`config.mk`:
```
export PLATFORM = sky130hd
export DESIGN_NAME = sound_scheduler_flat
export DESIGN_NICKNAME = d
export VERILOG_FILES = /design/src/rtl/sound_pkg.sv /design/src/rtl/sound_scheduler_if.sv /design/src/rtl/sound_prio_enc.sv /design/src/rtl/sound_scheduler.sv /design/src/flat_wrapper.sv
export SDC_FILE = /design/constraint.sdc
export NUM_CORES = 1
export LEC_CHECK = 0
export BUFFER_PORTS_ARGS = -buffer_cell sky130_fd_sc_hd__buf_2
export CORE_ASPECT_RATIO = 2
export CORE_MARGIN = 8
export CORE_UTILIZATION = 48
export CTS_CLUSTER_SIZE = 30
export DETAILED_ROUTE_END_ITERATION = 7
export PLACE_DENSITY = 0.85
export SKIP_CTS_REPAIR_TIMING = 1
export SLEW_MARGIN = 20
export SYNTH_ARGS = -nofsm -noshare
export SYNTH_HDL_FRONTEND = slang
export SYNTH_HIERARCHICAL = 1
export SYNTH_SLANG_ARGS = --single-unit
export TNS_END_PERCENT = 1
```
`constraint.sdc`:
```
create_clock -name CLOCK_50 -period 2.4 [get_ports CLOCK_50]
set_input_delay 0.48 -clock CLOCK_50 [delete_from_list [all_inputs] [get_ports CLOCK_50]]
set_output_delay 0.48 -clock CLOCK_50 [all_outputs]
set_load 0.005 [all_outputs]
```
`src/rtl/sound_pkg.sv`:
```
// Shared constants for the sound scheduler: default widths, sound indices,
// the sound ROM start/end address map and the playback state encoding.
package sound_pkg;

  localparam int ADDR_W_DEF = 18;
  localparam int DATA_W_DEF = 6;
  localparam int DIV_W      = 11;
  localparam int NUM_SOUNDS = 4;

  localparam logic [1:0] WIN    = 2'd0;
  localparam logic [1:0] CHEER  = 2'd1;
  localparam logic [1:0] DETECT = 2'd2;
  localparam logic [1:0] MOO    = 2'd3;

  typedef logic [NUM_SOUNDS-1:0][ADDR_W_DEF-1:0] addr_tbl_t;

  // Element 0 is the win sound; the literal lists moo, detect, cheer, win.
  localparam addr_tbl_t START_TBL = {18'd16396, 18'd66983, 18'd83255, 18'd0};
  localparam addr_tbl_t END_TBL   = {18'd66982, 18'd83254, 18'd137138, 18'd16395};

  typedef enum logic [1:0] {
    ST_IDLE = 2'd0,
    ST_LOAD = 2'd1,
    ST_PLAY = 2'd2
  } state_t;

endpackage

```
`src/rtl/sound_scheduler_if.sv`:
```
// Request/ROM/audio bundle between the sound scheduler (slave) and its
// surroundings: request sources, the shared sound ROM and the audio codec.
interface sound_scheduler_if
  import sound_pkg::*;
#(
  parameter int ADDR_W = ADDR_W_DEF,
  parameter int DATA_W = DATA_W_DEF
);

  logic [NUM_SOUNDS-1:0] sound_req;
  logic                  stop;
  logic [ADDR_W-1:0]     rom_addr;
  logic [DATA_W-1:0]     rom_q;
  logic [31:0]           audio_left;
  logic                  sample_valid;
  logic                  busy;
  logic [1:0]            playing_id;
  logic                  sound_done;

  modport master (
    output sound_req, stop, rom_q,
    input  rom_addr, audio_left, sample_valid, busy, playing_id, sound_done
  );

  modport slave (
    input  sound_req, stop, rom_q,
    output rom_addr, audio_left, sample_valid, busy, playing_id, sound_done
  );

endinterface

```
`src/rtl/sound_prio_enc.sv`:
```
// Fixed-priority picker over the pending sounds; bit 0 has the highest
// priority.
module sound_prio_enc (
  input  logic [3:0] i_req,
  output logic       o_valid,
  output logic [1:0] o_idx
);

  always_comb begin
    o_valid = |i_req;
    o_idx   = 2'd0;
    for (int i = 3; i >= 0; i--) begin
      if (i_req[i]) begin
        o_idx = 2'(i);
      end
    end
  end

endmodule

```
`src/rtl/sound_scheduler.sv`:
```
// Queues sound requests, plays one sound at a time from the shared ROM and
// streams one sample every SAMPLE_DIV clocks to the audio codec.
module sound_scheduler
  import sound_pkg::*;
#(
  parameter int SAMPLE_DIV = 1200,
  parameter int ADDR_W     = ADDR_W_DEF,
  parameter int DATA_W     = DATA_W_DEF,
  parameter logic [NUM_SOUNDS-1:0][ADDR_W-1:0] START_ADDR = START_TBL,
  parameter logic [NUM_SOUNDS-1:0][ADDR_W-1:0] END_ADDR   = END_TBL
) (
  input logic              CLOCK_50,
  input logic              reset,
  sound_scheduler_if.slave bus
);

  localparam logic [DIV_W-1:0] DIV_LAST = DIV_W'(SAMPLE_DIV - 1);

  state_t                r_state;
  state_t                w_next_state;
  logic [NUM_SOUNDS-1:0] r_pending;
  logic [1:0]            r_playing_id;
  logic [DIV_W-1:0]      r_div_cnt;
  logic [ADDR_W-1:0]     r_rom_addr;
  logic [DATA_W-1:0]     r_sample;
  logic                  r_sample_valid;
  logic                  r_sound_done;

  logic                  w_grant_valid;
  logic [1:0]            w_grant_idx;
  logic                  w_grant;
  logic                  w_finish;
  logic [NUM_SOUNDS-1:0] w_clear_mask;
  logic                  w_div_last;
  logic                  w_at_end;
  logic                  w_capture;

  sound_prio_enc u_prio (
    .i_req   (r_pending),
    .o_valid (w_grant_valid),
    .o_idx   (w_grant_idx)
  );

  assign w_div_last = (r_div_cnt == DIV_LAST);
  assign w_at_end   = (r_rom_addr == END_ADDR[r_playing_id]);
  assign w_capture  = (r_state == ST_PLAY) && (r_div_cnt == DIV_W'(1));

  always_comb begin
    w_next_state = r_state;
    w_grant      = 1'b0;
    w_finish     = 1'b0;
    unique case (r_state)
      ST_IDLE: begin
        if (w_grant_valid) begin
          w_next_state = ST_LOAD;
          w_grant      = 1'b1;
        end
      end
      ST_LOAD: w_next_state = ST_PLAY;
      ST_PLAY: begin
        if (w_div_last && w_at_end) begin
          w_next_state = ST_IDLE;
          w_finish     = 1'b1;
        end
      end
      default: w_next_state = ST_IDLE;
    endcase
    // stop overrides everything, including a grant in the same cycle
    if (bus.stop) begin
      w_next_state = ST_IDLE;
      w_grant      = 1'b0;
      w_finish     = 1'b0;
    end
    w_clear_mask = w_grant ? (NUM_SOUNDS'(1) << w_grant_idx) : '0;
  end

  always_ff @(posedge CLOCK_50) begin
    if (reset) begin
      r_state <= ST_IDLE;
    end else begin
      r_state <= w_next_state;
    end
  end

  // A request arriving on the grant cycle re-arms its own pending bit.
  always_ff @(posedge CLOCK_50) begin
    if (reset || bus.stop) begin
      r_pending <= '0;
    end else begin
      r_pending <= (r_pending & ~w_clear_mask) | bus.sound_req;
    end
  end

  always_ff @(posedge CLOCK_50) begin
    if (reset) begin
      r_playing_id   <= 2'd0;
      r_div_cnt      <= '0;
      r_rom_addr     <= '0;
      r_sample       <= '0;
      r_sample_valid <= 1'b0;
      r_sound_done   <= 1'b0;
    end else if (bus.stop) begin
      r_div_cnt      <= '0;
      r_rom_addr     <= '0;
      r_sample       <= '0;
      r_sample_valid <= 1'b0;
      r_sound_done   <= 1'b0;
    end else begin
      r_sample_valid <= w_capture;
      r_sound_done   <= w_finish;
      if (w_grant) begin
        r_playing_id <= w_grant_idx;
      end
      if (r_state == ST_LOAD) begin
        r_rom_addr <= START_ADDR[r_playing_id];
        r_div_cnt  <= '0;
      end else if (r_state == ST_PLAY) begin
        if (w_capture) begin
          r_sample <= bus.rom_q;
        end
        r_div_cnt <= w_div_last ? '0 : r_div_cnt + 1'b1;
        if (w_div_last && !w_at_end) begin
          r_rom_addr <= r_rom_addr + 1'b1;
        end
      end
    end
  end

  assign bus.rom_addr     = r_rom_addr;
  assign bus.audio_left   = {r_sample, {(32 - DATA_W){1'b0}}};
  assign bus.sample_valid = r_sample_valid;
  assign bus.busy         = (r_state != ST_IDLE);
  assign bus.playing_id   = r_playing_id;
  assign bus.sound_done   = r_sound_done;

endmodule

```
`src/flat_wrapper.sv`:
```
// flat-port wrapper written by rule: the top's interface ports become plain ports
module sound_scheduler_flat import sound_pkg::*;
#(
  parameter int SAMPLE_DIV = 1200,
  parameter int ADDR_W     = ADDR_W_DEF,
  parameter int DATA_W     = DATA_W_DEF,
  parameter logic [NUM_SOUNDS-1:0][ADDR_W-1:0] START_ADDR = START_TBL,
  parameter logic [NUM_SOUNDS-1:0][ADDR_W-1:0] END_ADDR   = END_TBL
)
  (CLOCK_50, reset, bus_sound_req, bus_stop, bus_rom_q, bus_rom_addr, bus_audio_left, bus_sample_valid, bus_busy, bus_playing_id, bus_sound_done);
  sound_scheduler_if #(.ADDR_W(ADDR_W), .DATA_W(DATA_W)) bus_i ();
  input logic CLOCK_50;
  input logic reset;
  input wire logic [$bits(bus_i.sound_req)-1:0] bus_sound_req;
  input wire logic [$bits(bus_i.stop)-1:0] bus_stop;
  input wire logic [$bits(bus_i.rom_q)-1:0] bus_rom_q;
  output wire logic [$bits(bus_i.rom_addr)-1:0] bus_rom_addr;
  output wire logic [$bits(bus_i.audio_left)-1:0] bus_audio_left;
  output wire logic [$bits(bus_i.sample_valid)-1:0] bus_sample_valid;
  output wire logic [$bits(bus_i.busy)-1:0] bus_busy;
  output wire logic [$bits(bus_i.playing_id)-1:0] bus_playing_id;
  output wire logic [$bits(bus_i.sound_done)-1:0] bus_sound_done;
  assign bus_i.sound_req = bus_sound_req;
  assign bus_i.stop = bus_stop;
  assign bus_i.rom_q = bus_rom_q;
  assign bus_rom_addr = bus_i.rom_addr;
  assign bus_audio_left = bus_i.audio_left;
  assign bus_sample_valid = bus_i.sample_valid;
  assign bus_busy = bus_i.busy;
  assign bus_playing_id = bus_i.playing_id;
  assign bus_sound_done = bus_i.sound_done;
  sound_scheduler #(.SAMPLE_DIV(SAMPLE_DIV), .ADDR_W(ADDR_W), .DATA_W(DATA_W), .START_ADDR(START_ADDR), .END_ADDR(END_ADDR)) u_core (.CLOCK_50(CLOCK_50), .reset(reset), .bus(bus_i));
endmodule
```
==> metrics list, run 1 <==
- Outcome: finished, violations left
- The checks that failed: setup timing.
* Skew-Pair Late Insertion Delay: 0.30 ns
* Leakage power: 1.38 nW
- After detailed routing, the number of remaining DRC violations is 0.
- The total area inside the core boundary comes to 0.00566 mm^2.
* Wirelength per Cell: 19.1 um
* Synthesized flop and latch total: 45
- The worst hold path passes through 2 cells.
- Total Wirelength: 9220 um
- The final count of pins violating max slew is 0.
- Yosys mapped a number of flops with a built-in enable equal to 0.
- In this run the worst hold path is classified as in2reg.
- The first global-routing pass estimated 14600 um of wire.
* Endpoint of the most critical register-to-register path: u_core/bus.rom_addr[2]
- Tightest hold margin: 0.365 ns
- For this run, the top clock speed supported by timing is 414 MHz.
- The die covers 0.00860 mm^2.
- Along the worst path, the maximum fanout reaches 6.
* Final setup slack of the worst path: -0.0166 ns
* Clock Tree Buf Depth: 2
- Kind of capture point of the worst setup path: flop
- Flop2flop setup slack: -0.02 ns
- Largest net degree at the start of global routing: 18
- Final core area utilization: 59.5%
- The detailed router placed 2961 vias in this run.
* Most area-consuming cells after synthesis: sky130_fd_sc_hd__dfxtp_1 33%, sky130_fd_sc_hd__buf_4 7.1%, sky130_fd_sc_hd__ha_1 5.0%, sky130_fd_sc_hd__nor2_1 4.9%, sky130_fd_sc_hd__nand2_1 4.1%
- Minimum clock period after layout: 2.42 ns
- The repair_antennas step left the layout with diodes totalling 0.
- Number of different library cells in the post-synthesis netlist: 55
- Crit path arrival time: 2.66 ns
- Clock root buffer master: sky130_fd_sc_hd__clkbuf_16
- Worst Tran Pin Value: 0.568 ns
- Counting the fill cells in the layout gives 495.
* Vias in the first global route: 2906
- The share of the Yosys chip area taken by registers is 32.6%.
* Final setup violation count: 1
* Largest area contributor in the synthesized netlist: sky130_fd_sc_hd__dfxtp_1
- The floorplan has 39 rows.
- Clock tree synthesis found a total of 45 sinks.
* Slew HR: 61.8%
- Worst min-delay path endpoint: u_core/bus.playing_id[1]
- Critical path type: reg2reg
* Number of buffers inserted during clock tree synthesis: 5
- Crit start category: flop
- Among all flip-flop cells after synthesis, the most frequent one is sky130_fd_sc_hd__dfxtp_1.
* Final setup skew: 0.00818 ns
- Final hold vios: 0
- Avg Vias per Cell: 6.13
* Most common cell after layout, fill and taps aside: sky130_fd_sc_hd__dfxtp_1
* Die Wd: 69.7 um
- Setup repair after global routing could not meet its margin everywhere.
- The area growth from synthesis to layout is 21.7%.
- Routability Congestion: 1.04
- Max Cap Violations: 0
- Number of routed nets with antenna violations: 0
* Port buffer count: 41
- Commonest cells after routing, fill and taps aside: 44 x sky130_fd_sc_hd__dfxtp_1, 41 x sky130_fd_sc_hd__buf_2, 40 x sky130_fd_sc_hd__buf_4, 36 x sky130_fd_sc_hd__nor2_1, 30 x sky130_fd_sc_hd__nand2_1
- For this configuration, the core starts out at a cell density of 48.9%.
* Worst IR drop on VDD: 0.555 mV
* Final period utilization: 101%
- The first detailed-routing pass took 7 iterations.
* Yosys synthesis warning count: 6
- Number of nets in the layout: 445
- For this block, the initial DRC count from the detailed router was 312.
- After synthesis, the mean cell area works out to 8.00 um^2.
* Startpoint of the worst-slack reg-to-reg timing path: u_core/bus.playing_id[1]
* Layout cell share with drive strength beyond 1: 24.6%
- Global routing usage summed across all routing layers: 21.1%
* CTS tree: built
* Register clock-pin slew on the reported worst setup and hold paths: 0.07 ns
* Fraction of synthesized cell area taken by the top area cell type: 32.6%
- Maximum level of the CTS H-tree: 2
* Chip Height: 123 um
- Antenna violations before repair: 0
- Num ports: 68
- Sum of negative setup slack: -0.0166 ns
- STA puts the critical path data required time at 2.64 ns.
- Post-DP HPWL: 7050 um
- The cell count after synthesis came out at 346.
- Fraction of synthesis flops using an asynchronous set or reset pin: 0%
- Cell Pwr Density: 497 mW/mm^2
- Worst Min Path Start: reset
* Overflow after GRT: 0
- Cell area after synthesis: 0.00277 mm^2
- Number of cells on the worst reg-to-reg path: 9
state kept, by name, summed over array words and instances, names as in the netlist:
signal,count
u_core/bus.sound_done,1
u_core/bus.sample_valid,1
u_core/bus.playing_id,2
u_core/r_pending,4
u_core/r_div_cnt,11
u_core/r_state,2
u_core/r_sample,6
u_core/bus.rom_addr,18
per-layer routing:
layer	global-route usage (%)	wire length (um)
met1	18.0	2840
met2	37.4	4750
met3	7.47	791
met4	19.5	838
met5	0	0
stage by stage:
step | setup slack, ns | std cells | cell area [um^2] | total power [mW]
final | -0.0166 | 483 | 3370 | 1.67
after global routing | -0.0814 | 483 | 3370 | 1.74
after CTS | 0.0146 | 483 | 3350 | 1.67
after detailed placement | 0.0436 | 475 | 3200 | 0.942
after global placement | 0.0958 | 475 | 3200 | 0.940
after floorplan | -0.0363 | 371 | 2870 | 0.907
critical path: stages, from the launching register on:
cell and delay [ns]:
sky130_fd_sc_hd__dfxtp_4 0.36, sky130_fd_sc_hd__inv_1 0.05, sky130_fd_sc_hd__ha_1 0.20, sky130_fd_sc_hd__or4_1 0.44, sky130_fd_sc_hd__a222oi_1 0.38, sky130_fd_sc_hd__buf_4 0.22, sky130_fd_sc_hd__a31oi_2 0.13, sky130_fd_sc_hd__buf_4 0.16
sky130_fd_sc_hd__a311oi_1 0.27, sky130_fd_sc_hd__a311o_1 0.15
synth_stat cells (3+ instances only):
| cell | instances |
|---|---|
| sky130_fd_sc_hd__nor4_1 | 6 |
| sky130_fd_sc_hd__nand3_1 | 17 |
| sky130_fd_sc_hd__nand4_1 | 11 |
| sky130_fd_sc_hd__buf_4 | 26 |
| sky130_fd_sc_hd__or3_1 | 7 |
| sky130_fd_sc_hd__xor2_1 | 5 |
| sky130_fd_sc_hd__and4_1 | 3 |
| sky130_fd_sc_hd__ha_1 | 11 |
| sky130_fd_sc_hd__a21oi_1 | 16 |
| sky130_fd_sc_hd__o21ai_0 | 16 |
| sky130_fd_sc_hd__nor3_1 | 13 |
| sky130_fd_sc_hd__clkbuf_1 | 10 |
| sky130_fd_sc_hd__inv_1 | 17 |
| sky130_fd_sc_hd__dfxtp_1 | 45 |
| sky130_fd_sc_hd__mux2i_1 | 7 |
| sky130_fd_sc_hd__nand2_1 | 30 |
| sky130_fd_sc_hd__or4_1 | 4 |
| sky130_fd_sc_hd__nand2b_1 | 3 |
| sky130_fd_sc_hd__a31oi_1 | 4 |
| sky130_fd_sc_hd__o211ai_1 | 5 |
| sky130_fd_sc_hd__nor2_1 | 36 |
| sky130_fd_sc_hd__xnor2_1 | 9 |
worst max-delay path by stage:
stage	endpoint	depth (start not counted)	slack (ns)	startpoint
6_report	u_core/bus.rom_addr[2]	9	-0.02	u_core/bus.playing_id[1]
5_1_grt	u_core/bus.rom_addr[2]	9	-0.08	u_core/bus.playing_id[1]
4_1_cts	u_core/bus.rom_addr[2]	9	0.01	u_core/bus.playing_id[1]
3_5_place_dp	u_core/bus.rom_addr[2]	9	0.04	u_core/bus.playing_id[1]
3_3_place_gp	u_core/bus.rom_addr[7]	6	0.1	u_core/r_state[1]
2_1_floorplan	u_core/bus.rom_addr[2]	7	-0.04	u_core/bus.playing_id[1]
where the power goes:
| group | switching, mW | internal [mW] |
|---|---|---|
| combinational | 0.116 | 0.0591 |
| sequential | 0.00657 | 0.752 |
| clock | 0.338 | 0.401 |
area by class of cell:
type                    count  area, um^2  area share, %
flip-flops and latches     45         905           26.9
multi-input cells         270        1660           49.3
clock inverters             3        28.8          0.855
clock buffers               5         125           3.72
repair buffers             81         505           15.0
well taps                  61        76.3           2.27
inverters                  18        67.6           2.01
kinds of logic after synthesis:
| family | after synthesis | synth area share (%) |
|---|---|---|
| simple gates | 142 | 26.7 |
| fa+ha+maj | 11 | 4.98 |
| other cells | 1 | 0.136 |
| buf+inv | 56 | 11.7 |
| compound gates | 69 | 16.6 |
| flops | 45 | 32.6 |
| mux | 8 | 2.94 |
| xor+xnor | 14 | 4.43 |
Note: power is estimated with default switching activity, not from simulation.
==> inputs of run 2 (changes only) <==
--- a/config.mk
+++ b/config.mk
@@ -8,10 +8,10 @@
 export BUFFER_PORTS_ARGS = -buffer_cell sky130_fd_sc_hd__buf_2
 export CORE_ASPECT_RATIO = 2
 export CORE_MARGIN = 8
-export CORE_UTILIZATION = 48
+export CORE_UTILIZATION = 35
 export CTS_CLUSTER_SIZE = 30
 export DETAILED_ROUTE_END_ITERATION = 7
-export PLACE_DENSITY = 0.85
+export PLACE_DENSITY = 0.67
 export SKIP_CTS_REPAIR_TIMING = 1
 export SLEW_MARGIN = 20
 export SYNTH_ARGS = -nofsm -noshare
==> run 2 against run 1 <==
Against the previous run:
- the flow now finishes without violations
- count of clock-buffer cells in the layout stayed put
- clock power is 7.2% higher
- wire length down 13%
- global-route usage shrank 6.3 points
- worst setup slack better by 0.093 ns
- clock skew down 0.0018 ns
- largest cell class unchanged
- largest power group is now clock
==> metrics list, run 2 (synthesized netlist as in run 1, its figures left out) <==
* Area growth from synthesis to final layout: 22.8%
- Chip Height: 142 um
- The worst setup path is captured at a flop.
* Overall power of the completed layout: 1.72 mW
- Number of nets in the layout: 441
- Antenna violations before repair: 0
- The via count of the first global-routing pass came to 2788.
- Setup slack at placement: 0.0750 ns
* Kind of path behind the tightest hold check: in2reg
- With fillers left out, the area of the finished cells amounts to 0.00340 mm^2.
- Leakage power: 1.36 nW
- Post-DP Area: 0.00321 mm^2
- For this design the ratio of total power to cell area is 507 mW/mm^2.
- The die covers 0.0112 mm^2.
* CTS tree: built
- Global routing usage summed across all routing layers: 14.7%
* Post-DP HPWL: 6030 um
* Sum of negative setup slack: 0 ns
- The repair_antennas step left the layout with diodes totalling 0.
- Max Cap Violations: 0
* Final instance count without filler cells: 514
* Final period utilization: 96.8%
* Number of DRC markers in iteration 0: 450
- In this run the core area contains 46 standard-cell rows.
* Num ports: 68
- Register clock-pin slew on the reported worst setup and hold paths: 0.07 ns
- The total area inside the core boundary comes to 0.00783 mm^2.
* CP max FO: 7
* Number of buffers inserted during clock tree synthesis: 5
- At the end of routability-driven placement, the weighted congestion stood at 0.975.
* Wirelength per Cell: 15.6 um
- At the pin with the least slew margin, the transition time is 0.571 ns.
- The filler cells instantiated in the layout total 830.
- The final count of pins violating max slew is 0.
- Outcome: finished, final reports clean
* Minimum clock period after layout: 2.32 ns
* Data required time at the worst endpoint: 2.62 ns
* Count of TritonRoute iterations in the first routing pass: 6
* Crit start category: flop
* Unrepaired setup endpoints after global routing: yes
- The top cell types in the final layout, fill and taps aside, are 43 x sky130_fd_sc_hd__dfxtp_1, 41 x sky130_fd_sc_hd__buf_2, 36 x sky130_fd_sc_hd__buf_4, 36 x sky130_fd_sc_hd__nor2_1, 30 x sky130_fd_sc_hd__nand2_1.
- Based on the critical path, the design can be clocked at up to 430 MHz.
- Final hold vios: 0
* Crit path arrival time: 2.55 ns
- Measured along the x axis, the die boundary spans 78.9 um.
- After layout, the worst setup slack is 0.0763 ns.
- Final setup skew: 0.00638 ns
- The H-tree generated during clock tree synthesis spans 2 levels.
* First-pass GRT wire length: 13600 um
- In the routed design, unresolved DRC markers number 0.
- Overall via count from detail_route: 2846
- Global routing finished with a remaining overflow of 0.
- In the final layout, the share of cells above drive strength 1 is 23.9%.
* Avg Vias per Cell: 5.54
- For this block, the routed nets add up to 8020 um of wire.
- Slew HR: 61.6%
- Entering global routing, the biggest net connects 18 pins.
- Skew-Pair Late Insertion Delay: 0.29 ns
- Worst IR drop on VDD: 0.342 mV
- The register with the most flip-flops in the layout has 18 of them.
- Setup violations remaining at the end of the flow were counted as 0.
- Initial Util: 35.3%
- The clock passes through at most 2 buffers.
* Post-Place Cells: 506
* Clock root buffer master: sky130_fd_sc_hd__clkbuf_16
- By startpoint and endpoint, the worst setup path is classified as reg2reg.
* Number of clock sinks seen by CTS: 45
- The detail route stage leaves a number of antenna-violating nets equal to 0.
- Most common cell after layout, fill and taps aside: sky130_fd_sc_hd__dfxtp_1
* Port buffer count: 41
-- run 2: changes by cell type in the layout (fill, tap and decap cells not counted), sizes merged --
cell / delta
clkinvlp: +1
inv: -3
bufinv: +1
clkinv: +1
buf: -4
-- run 2: worst max-delay path: stages, from the launching register on --
cell	delay, ns
sky130_fd_sc_hd__dfxtp_1	0.31
sky130_fd_sc_hd__or4_4	0.55
sky130_fd_sc_hd__or3_4	0.44
sky130_fd_sc_hd__a311o_2	0.40
sky130_fd_sc_hd__or4_1	0.41
sky130_fd_sc_hd__a21oi_1	0.14
-- run 2: routing by layer --
metal  vias up  global-route usage [%]  wire (um)
li1       1348                       -          -
met1      1301                    18.3       3320
met2       168                    23.3       3740
met3        29                    3.68        730
met4         0                    6.39        239
met5         -                       0          0
-- run 2: per-stage QoR --
step / utilization, % / hold slack [ns]
5_1_grt: 43.4 / 0.398
4_1_cts: 43.2 / 0.386
6_report: 43.4 / 0.385
2_1_floorplan: - / 0.465
3_3_place_gp: 41.0 / 0.467
3_5_place_dp: 41.0 / 0.482
-- run 2: final cells by class --
| class | count | area, um^2 | area share (%) |
|---|---|---|---|
| multi-input combinational | 270 | 1660 | 48.8 |
| clock inverter | 3 | 46.3 | 1.36 |
| tap | 96 | 120 | 3.54 |
| clock buffer | 5 | 125 | 3.68 |
| inverter | 18 | 67.6 | 1.99 |
| sequential | 45 | 906 | 26.7 |
| timing repair buffer | 77 | 475 | 14.0 |
-- run 2: worst paths after layout --
| kind | startpoint | end | slack (ns) | cells after the start |
|---|---|---|---|---|
| max | u_core/r_div_cnt[4] | u_core/bus.rom_addr[6] | 0.08 | 5 |
| min reg2reg | u_core/r_sample[2] | u_core/r_sample[2] | 0.49 | 2 |
| max reg2reg | u_core/r_div_cnt[4] | u_core/bus.rom_addr[6] | 0.08 | 5 |
| min | reset | u_core/bus.playing_id[1] | 0.38 | 2 |
-- run 2: report_power, final --
group | switching (mW) | internal [mW]
combinational | 0.110 | 0.0612
clock | 0.300 | 0.493
sequential | 0.00594 | 0.753
==> inputs of run 3 (changes only) <==
--- a/config.mk
+++ b/config.mk
@@ -9,6 +9,7 @@
 export CORE_ASPECT_RATIO = 2
 export CORE_MARGIN = 8
 export CORE_UTILIZATION = 35
+export CTS_BUF_LIST = sky130_fd_sc_hd__clkbuf_4
 export CTS_CLUSTER_SIZE = 30
 export DETAILED_ROUTE_END_ITERATION = 7
 export PLACE_DENSITY = 0.67
@@ -16,6 +17,5 @@
 export SLEW_MARGIN = 20
 export SYNTH_ARGS = -nofsm -noshare
 export SYNTH_HDL_FRONTEND = slang
-export SYNTH_HIERARCHICAL = 1
 export SYNTH_SLANG_ARGS = --single-unit
 export TNS_END_PERCENT = 1
==> constraint.sdc (replaced) <==
create_clock -name CLOCK_50 -period 2.06 [get_ports CLOCK_50]
set_input_delay 0.412 -clock CLOCK_50 [delete_from_list [all_inputs] [get_ports CLOCK_50]]
set_output_delay 0.412 -clock CLOCK_50 [all_outputs]
set_load 0.005 [all_outputs]
==> run 3 against run 2 <==
Against the previous run:
- the flow now finishes with violations (setup timing)
- synthesized cell count is 0.87% lower
- critical path depth increased by 3
- hold slack lost 0.18 ns
- count of clock-buffer cells in the layout is the same
- sequential share of layout area shrank 0.63 points
- critical endpoint is now u_core.r_state[1]
- largest cell class unchanged
==> metrics list, run 3 <==
* Mux share of post-synthesis cell area: 2.57%
- STA classifies the critical path endpoint as a flop.
- Number of buffers and inverters on the critical path: 2
- The biggest area contributor in the post-synthesis netlist is sky130_fd_sc_hd__dfxtp_1.
- CP delay by family, top: compound AO/OA/AOI/OAI gates
- Fraction of synthesized cell area taken by the top area cell type: 32.5%
* Number of nets in the layout: 452
- Final hold vios: 0
- Register clock-pin slew on the reported worst setup and hold paths: 0.14 ns
- Number of rows created at floorplan: 46
- Chip Height: 142 um
- Skew-Pair Late Insertion Delay: 0.38 ns
- The synthesized netlist devotes 19.1% of its cell area to compound gates.
- For this run, the slowest stage of the critical path takes 0.46 ns.
- The count of nets left with antenna violations once routing finished came out at 0.
- Hold timing on the final database bottoms out at a slack of 0.201 ns.
- met2 is the most crowded layer.
* Die Wd: 79.0 um
- After synthesis, the largest family of logic cells by area is simple AND/OR/NAND/NOR gates.
* Critical path type: reg2reg
- Cells with a size suffix above 1 make up 30.5% of the layout.
* Master of the slowest instance on the critical path: sky130_fd_sc_hd__or4b_4
- By area the synthesized netlist is led by sky130_fd_sc_hd__dfxtp_1 32%, sky130_fd_sc_hd__buf_4 7.3%, sky130_fd_sc_hd__nor2_1 5.4%, sky130_fd_sc_hd__ha_1 5.0%, sky130_fd_sc_hd__nand3_1 3.6%.
- Detailed routing inserted a total of 2761 vias.
- TritonCTS created 5 clock buffers.
- Total of fill cells in the finished design: 837
- 0 antenna diodes ended up in the layout.
* Met2 track demand over resource in global routing: 23.5%
- STA puts the critical path data required time at 2.31 ns.
- The checks that failed: setup timing.
- By count the netlist is led by 45 x sky130_fd_sc_hd__dfxtp_1, 40 x sky130_fd_sc_hd__nor2_1, 27 x sky130_fd_sc_hd__buf_4.
- After legalization and detailed placement, the total HPWL measured 6120 um.
- Number of flops mapped to enable cells by yosys: 0
- Summing the areas of all fa, ha and maj instances in the mapped netlist gives 4.96% of the synthesized area.
- Most used flip-flop cell after synthesis: sky130_fd_sc_hd__dfxtp_1
* Worst IR drop on VDD: 0.437 mV
* Area of the placeable core: 0.00783 mm^2
- Wirelength per Cell: 15.3 um
- Final non-filler cell area: 0.00349 mm^2
- In this run the most critical hold path is launched from reset.
* Crit path arrival time: 2.39 ns
* Minimum clock period after layout: 2.14 ns
- Commonest cells after routing, fill and taps aside: 53 x sky130_fd_sc_hd__buf_4, 42 x sky130_fd_sc_hd__dfxtp_1, 41 x sky130_fd_sc_hd__buf_2, 40 x sky130_fd_sc_hd__nor2_1, 26 x sky130_fd_sc_hd__conb_1
- Clock root buffer master: sky130_fd_sc_hd__clkbuf_4
- Number of different library cells in the post-synthesis netlist: 59
* Overflow after GRT: 0
* Crit start category: flop
- For this run, global-route usage on met3 was measured as 3.74%.
- Post-route DRC violation count: 0
- In the post-route analysis, the smallest setup slack over all paths is -0.0796 ns.
* Antenna violations before repair: 0
* Instance count of the mapped netlist: 343
* Startpoint of the worst-slack reg-to-reg timing path: u_core.bus.playing_id[0]
* Post-synthesis share of cell area spent on xor and xnor gates: 3.79%
- Final period utilization: 104%
- For this run, global-route usage on met1 was measured as 17.5%.
- Once placement finished, the instance area stood at 0.00336 mm^2.
- Unrepaired setup endpoints after global routing: yes
- 68 I/O pins were placed.
- Cell chain of the critical path: inv_4 > ha_4 > or4b_4 > a222oi_1 > buf_4 > a41oi_1 > o21ai_1 > a21oi_1
- Syn avg cell area: 8.09 um^2
- Leaving out fill and tap cells, the most frequent cell in the layout is sky130_fd_sc_hd__buf_4.
- Area growth from synthesis to final layout: 25.9%
- In the synthesized netlist the async set-or-reset flop fraction comes to 0%.
* Global routing usage summed across all routing layers: 14.4%
- Cell area after synthesis: 0.00277 mm^2
* Slew HR: 55.7%
* Die ar.: 0.0112 mm^2
* Leakage power: 1.52 nW
- The flow ran to the end, but the final reports show violations.
- Post-synthesis simple-gate area fraction: 26.0%
- Yosys printed 0 warnings.
* Cell Pwr Density: 451 mW/mm^2
- The path class of the tightest hold or removal check is in2reg.
- For the pin with the worst max-slew slack, the measured transition is 0.664 ns.
- In this run the number of H-tree levels came out at 2.
- TritonCTS built the clock tree.
- The routed design has 8020 um of wire.
- The pre-antenna-repair detailed-routing pass consisted of 4 iterations.
- In this run the deepest clock path goes through 2 buffers.
* Largest net degree at the start of global routing: 32
- Final setup skew: 0.0122 ns
- Number of clock sinks seen by CTS: 45
- Max Clk Rate: 467 MHz
- Vias in the first global route: 2729
- At the end of routability-driven placement, the weighted congestion stood at 0.930.
- The first global-routing pass estimated 13200 um of wire.
* Max Cap Violations: 0
- For this block, the initial DRC count from the detailed router was 209.
* Max reg flops: 18
* Cell with the most instances after synthesis: sky130_fd_sc_hd__dfxtp_1
- Avg Vias per Cell: 5.26
- Port buffer count: 41
* Synthesized flop and latch total: 45
* Final setup violation count: 12
- In this run the worst path has a maximum fanout of 5.
* Number of max-slew violations in the final report: 0
- Sequential element share of the synthesized area: 32.5%
- For this configuration, the core starts out at a cell density of 35.4%.
- The critical path starts at u_core.bus.playing_id[0].
- Measured on the finished design, the core utilization comes to 44.6%.
## run 3: cell types whose count changed after synthesis, sizes merged, moves of 3 or more
cell / change
a31oi: +8
nand3: +3
nor2: +4
nor4: -4
and3: +9
inv: -6
a22oi: +3
clkbuf: +3
xnor2: -8
nor3: -8
or4: -3
xor2: +6
nand2: -12
## run 3: path summary, 6_finish.rpt
kind | slack (ns) | cells past startpoint | end
worst max-delay path | -0.08 | 8 | u_core.r_state[1]
worst min-delay path | 0.20 | 2 | u_core.bus.playing_id[0]
worst max register to register | -0.08 | 8 | u_core.r_state[1]
worst min register to register | 0.52 | 2 | u_core.r_state[1]
## run 3: routing by layer
metal  routed length (um)  up-vias  part of all wire (%)
met5                    0        -                     0
met4                  144        0                   1.8
met3                  542       10                   6.8
met2                 3920       98                    49
met1                 3410     1279                    43
li1                     -     1374                     -
## run 3: final cells by class
class	count	area, um^2	share of cell area, %
sequential	45	910	26.0
multi-input combinational	270	1740	49.9
inverter	11	46.3	1.33
tap	96	120	3.44
timing repair buffer	95	614	17.6
clock inverter	3	21.3	0.609
clock buffer	5	37.5	1.07
## run 3: power by group
group	leakage [nW]	switching, mW	total [mW]	internal [mW]
Combinational	1.13	0.140	0.232	0.0920
Sequential	0.365	0.00876	0.887	0.879
Clock	0.0278	0.322	0.456	0.134
Total	1.52	0.471	1.58	1.10
## run 3: per-stage QoR
step / std cells / worst slack [ns] / setup TNS (ns) / power, mW
2_1_floorplan: 368 / -0.178 / -1.39 / 1.08
3_3_place_gp: 517 / -0.0917 / -0.654 / 1.12
3_5_place_dp: 517 / -0.141 / -0.782 / 1.12
4_1_cts: 525 / -0.167 / -1.00 / 1.58
5_1_grt: 525 / -0.163 / -1.72 / 1.65
6_report: 525 / -0.0796 / -0.724 / 1.58
## run 3: kinds of logic (layout without fill, tap and decap cells)
family | Yosys count | after routing
and+or+nand+nor | 135 | 135
AOI/OAI and AO/OA | 79 | 79
buffers and inverters | 53 | 114
DFF | 45 | 45
xor gates and xnor gates | 12 | 12
adders and majority gates | 11 | 11
muxes | 7 | 7
other | 1 | 26
